### src/rtl/tournament_history_resolver.sv
// Tournament predictor back end: forms the final prediction, owns the speculative GHR,
// and tracks in-flight branches so it can emit training updates and repair history on resolve.
module tournament_history_resolver #(
    parameter  int HIST_BITS   = 12,
    parameter  int QUEUE_DEPTH = 4,
    localparam int CNT_BITS    = $clog2(QUEUE_DEPTH) + 1
) (
    input  logic                 clock,
    input  logic                 reset,
    input  logic                 pred_valid,
    output logic                 pred_ready,
    input  logic                 global_pred,
    input  logic                 local_pred,
    input  logic                 choice_prediction,
    output logic                 final_taken,
    output logic [HIST_BITS-1:0] global_history,
    input  logic                 resolve_valid,
    input  logic                 actually_taken,
    output logic                 upd_valid,
    output logic [HIST_BITS-1:0] upd_history,
    output logic                 upd_choice_valid,
    output logic                 upd_choose_global,
    output logic                 mispredict,
    output logic [CNT_BITS-1:0]  queue_count
);

    localparam int                PTR_W   = $clog2(QUEUE_DEPTH);
    localparam logic [CNT_BITS-1:0] DEPTH_C = CNT_BITS'(QUEUE_DEPTH);

    typedef struct packed {
        logic [HIST_BITS-1:0] hist;
        logic                 gp;
        logic                 lp;
        logic                 fin;
    } entry_t;

    entry_t               entry_q [QUEUE_DEPTH];
    logic [PTR_W-1:0]     head_q, head_d;
    logic [PTR_W-1:0]     tail_q, tail_d;
    logic [CNT_BITS-1:0]  count_q, count_d;
    logic [HIST_BITS-1:0] ghr_q, ghr_d;

    logic                 upd_valid_q, upd_valid_d;
    logic [HIST_BITS-1:0] upd_history_q, upd_history_d;
    logic                 upd_cv_q, upd_cv_d;
    logic                 upd_cg_q, upd_cg_d;
    logic                 misp_q, misp_d;

    entry_t head_e;
    logic   resolve_go;
    logic   head_wrong;
    logic   accept;

    always_comb begin
        final_taken = choice_prediction ? global_pred : local_pred;
        head_e      = entry_q[head_q];
        resolve_go  = resolve_valid && (count_q != '0);
        head_wrong  = resolve_go && (head_e.fin != actually_taken);
        // A full queue refuses new work even if the head pops this cycle.
        pred_ready  = (count_q < DEPTH_C) && !head_wrong;
        accept      = pred_valid && pred_ready;

        head_d  = head_q;
        tail_d  = tail_q;
        count_d = count_q;
        ghr_d   = ghr_q;

        if (head_wrong) begin
            head_d  = head_q + 1'b1;
            tail_d  = head_q + 1'b1;
            count_d = '0;
            ghr_d   = {head_e.hist[HIST_BITS-2:0], actually_taken};
        end else begin
            if (accept) begin
                tail_d = tail_q + 1'b1;
                ghr_d  = {ghr_q[HIST_BITS-2:0], final_taken};
            end
            if (resolve_go) begin
                head_d = head_q + 1'b1;
            end
            case ({accept, resolve_go})
                2'b10:   count_d = count_q + 1'b1;
                2'b01:   count_d = count_q - 1'b1;
                default: count_d = count_q;
            endcase
        end

        upd_valid_d   = resolve_go;
        upd_history_d = resolve_go ? head_e.hist : '0;
        upd_cv_d      = resolve_go && (head_e.gp != head_e.lp);
        upd_cg_d      = resolve_go && (head_e.gp == actually_taken);
        misp_d        = head_wrong;
    end

    always_ff @(posedge clock or negedge reset) begin
        if (!reset) begin
            head_q        <= '0;
            tail_q        <= '0;
            count_q       <= '0;
            ghr_q         <= '0;
            upd_valid_q   <= 1'b0;
            upd_history_q <= '0;
            upd_cv_q      <= 1'b0;
            upd_cg_q      <= 1'b0;
            misp_q        <= 1'b0;
        end else begin
            head_q        <= head_d;
            tail_q        <= tail_d;
            count_q       <= count_d;
            ghr_q         <= ghr_d;
            upd_valid_q   <= upd_valid_d;
            upd_history_q <= upd_history_d;
            upd_cv_q      <= upd_cv_d;
            upd_cg_q      <= upd_cg_d;
            misp_q        <= misp_d;
        end
    end

    // Queue storage carries no reset; entries are only read while counted as valid.
    always_ff @(posedge clock) begin
        if (accept) begin
            entry_q[tail_q] <= '{hist: ghr_q, gp: global_pred, lp: local_pred, fin: final_taken};
        end
    end

    assign global_history    = ghr_q;
    assign queue_count       = count_q;
    assign upd_valid         = upd_valid_q;
    assign upd_history       = upd_history_q;
    assign upd_choice_valid  = upd_cv_q;
    assign upd_choose_global = upd_cg_q;
    assign mispredict        = misp_q;

endmodule

### config.mk
export PLATFORM = sky130hd
export DESIGN_NAME = tournament_history_resolver
export DESIGN_NICKNAME = d
export VERILOG_FILES = /design/src/rtl/tournament_history_resolver.sv
export SDC_FILE = /design/constraint.sdc
export NUM_CORES = 1
export LEC_CHECK = 0
export BUFFER_PORTS_ARGS = -buffer_cell sky130_fd_sc_hd__buf_2
export CAP_MARGIN = 20
export CORE_MARGIN = 2
export CORE_UTILIZATION = 35
export DETAILED_ROUTE_END_ITERATION = 16
export PLACE_DENSITY_LB_ADDON = 0.05
export SLEW_MARGIN = 15
export SYNTH_ARGS = -nofsm -noshare
export SYNTH_HDL_FRONTEND = slang
export SYNTH_SLANG_ARGS = --single-unit
### constraint.sdc
create_clock -name clock -period 6.5 [get_ports clock]
set_input_delay 1.3 -clock clock [delete_from_list [all_inputs] [get_ports clock]]
set_output_delay 1.3 -clock clock [all_outputs]
set_load 0.02 [all_outputs]
==> key figures <==
Global routing
  – Met3 Track Usage GR: 3.50%
  – Vias in the first global route: 2085
  – Global route hottest layer: met2
  – Gr ovfl total: 0
  – Met1 Usage GRT: 19.7%
  – Largest net degree at the start of global routing: 36
  – All-Layer GR Usage: 14.4%
  – Initial antenna violation count: 0
  – First-pass GRT wire length: 12.0 mm
  – Met2 Usage GRT: 21.7%

STA
  – RSZ-0062 raised after global routing: no
  – Setup TNS: 0 ns
  – Slew HR: 33.7%
  – Fmax: 227 MHz
  – Slew Limit Fails: 0
  – Final Hold Fails: 0
  – Slew @ Worst Pin: 0.994 ns
  – Clk_skew: 0.0102 ns
  – Final period util: 67.7%
  – Final setup margin: 2.10 ns
  – Period minus WS final: 4.40 ns
  – Final setup fails: 0

Route
  – Routed Antenna Nets: 0
  – Vias: 2030
  – Drt drc: 0
  – DR WL/cell: 18.3 um
  – Initial drt markers: 71
  – Vias/cell: 4.90
  – First-pass DRT Iterations: 4
  – WL final: 7.57 mm

CTS
  – # Post-CTS Setup Buffers: 0
  – H-tree depth: 3
  – Hold_buf cts: 0
  – Reg clk slew, reported paths: 0.09 ns
  – CTS Sinks: 95
  – Cts bufs inserted: 9
  – Root Driver: clkbuf_8
  – Maximum buffer depth of the clock tree: 2
  – CTS tree: yes
  – CTS resizes: 0
  – Worst-Skew Late Latency: 0.36 ns

Critical path
  – Max incr delay on CP: 0.91 ns
  – R2r endpoint: entry_q[0][8]$_DFFE_PP_
  – R2R depth: 5
  – Critical path required time: 5.20 ns
  – WP data arrival: 3.10 ns
  – Crit. End Element: output pin
  – RR Startpoint: head_q[1]$_DFFE_PN0P_
  – Cell breakdown of the critical path: mux4_2 > xnor2_2 > buf_4 > or2_1 > inv_1 > nor2_1 > buf_2
  – Crit path max fanout: 20
  – Worst reg2reg setup slack: 2.85 ns
  – Slowest CP cell: dfrtp_1
  – Critical path launch point type: flip-flop
  – CP Launch Point: head_q[1]$_DFFE_PN0P_
  – WS Path Type: flip-flop to output pin

Die
  – IO Pins: 41
  – Die ar.: 11700 sq um
  – Core Region: 10400 sq um
  – Num rows: 37
  – Initial Util: 36.4%
  – Die Y: 108 um
  – Die Wd: 108 um

Placement
  – Detail Placement HPWL: 4.47 mm
  – Setup slack at placement: 2.38 ns
  – GPL Wtd Cong: 0.713
  – DP Area: 4100 sq um
  – PortBufs: 40

Pwr
  – Peak supply drop: 161 uV
  – Leakage: 1.66 nW
  – Power per cell area: 488 nW/um^2

Finish
  – Area grow syn2layout: 12.4%
  – Final net count: 286
  – Share of cells above drive strength 1: 24.1%
  – Post-route cell area: 4260 sq um
  – ANT cells: 0

Run
  – Max Cap Violations: 0

Run status
  – Status: finished, final reports clean

Synth
  – Synth Cell Area: 3790 sq um
  – Post-synthesis sequential area ratio: 70.7%
  – Leading area contributor after synthesis: edfxtp_1
  – Synth Instances: 234
  – Area contributors post-synth: edfxtp_1, dfrtp_1, mux4_1
  – Synth warnings: 0
  – Synthesized flop and latch total: 95
  – Top-area cell type share of the netlist area: 47.5%
  – Post-synthesis cell type count: 33
  – Syn_nets: 247
  – Syn Area/Cell: 16.2 sq um

Worst hold path
  – Worst Hold Launch: global_history[0]$_DFFE_PN0P_
  – Worst Hold Depth: 0
  – Hold Crit Class: flip-flop to flip-flop
  – Worst Hold End: entry_q[3][3]$_DFFE_PP_
-- cell usage in the layout (no fill, tap or decap), types with 7 or more instances in the layout --
master    netlist  layout
dfrtp_1        35      35
and2_1         12      12
mux4_2          8       8
edfxtp_1       60      60
mux4_1          7       7
clkbuf_8        0       9
a31oi_1        12      12
buf_2           2      40
nor3_1         12      12
nand2_1        23      23
-- flip-flops by register name, indices dropped and copies added (netlist names) --
name and flops:
entry_q 60, head_q 2, tail_q 2, upd_choose_global 1, upd_valid 1, mispredict 1
global_history 12, upd_choice_valid 1, queue_count 3, upd_history 12
-- cell type report --
type | count | area [sq um]
Clock buffer | 13 | 139
Clock inverter | 3 | 20.0
Fill cell | 989 | 6150
Inverter | 5 | 18.8
Multi-Input combinational cell | 119 | 1010
Sequential cell | 95 | 2680
Tap cell | 136 | 170
Timing Repair Buffer | 43 | 223
-- routing by layer --
metal | routed length, um | vias to the layer above
li1 | - | 955
met1 | 3700 | 1027
met2 | 3510 | 37
met3 | 229 | 11
met4 | 136 | 0
met5 | 0 | -
-- kinds of logic after synthesis --
kind of cell | Yosys count | share of synthesized area, %
buf+inv | 20 | 3.04
mux | 17 | 10.2
xor+xnor | 8 | 2.05
compound gates | 25 | 3.93
flops | 95 | 70.7
simple gates | 64 | 8.32
fa+ha+maj | 5 | 1.85
-- power breakdown --
part,internal (mW),switching (mW)
clock,0.139,0.197
combinational,0.291,0.441
sequential,0.868,0.144
total,1.30,0.782
-- how the worst max path moves through the flow --
stage                       endpoint  slack [ns]  cells past startpoint
final                     pred_ready        2.10                      7
after global routing      pred_ready        1.80                      7
after CTS                 pred_ready        2.04                      7
after detailed placement  pred_ready        2.38                      7
after global placement    pred_ready        2.41                      7
after floorplan           pred_ready        3.15                      5
-- cell usage after synthesis, drive strengths merged --
library cell and count:
a32oi 1, xnor2 6, xor2 2, edfxtp 60, fa 1, inv 5
dfrtp 35, mux4 15, o21ai 5, a21oi 5, nor2b 1, nor3 12
o21a 1, a31oi 12, nand2b 1, and3 5, o31ai 1, mux2 1
nand3 2, ha 4, nand4 2, nor2 4, nand2 23, nor4 1
mux2i 1, buf 8, and2 12, clkbuf 7, or2 1
-- critical path: cells and delay by family (launching register included) --
kind,cells,cell delay (ns)
mux,1,0.47
flops,1,0.91
xor+xnor,1,0.14
buf+inv,3,0.55
simple gates,2,0.66
-- stage by stage --
step / cells / power [mW] / hold WS (ns) / util (%)
floorplan: 234 / 1.54 / 0.642 / -
global placement: 398 / 1.77 / 0.576 / 39.4
detailed placement: 398 / 1.78 / 0.574 / 39.4
CTS: 414 / 2.11 / 0.600 / 40.9
global route: 414 / 2.23 / 0.641 / 40.9
finish: 414 / 2.08 / 0.595 / 40.9
Note: power is estimated with default switching activity, not from simulation.
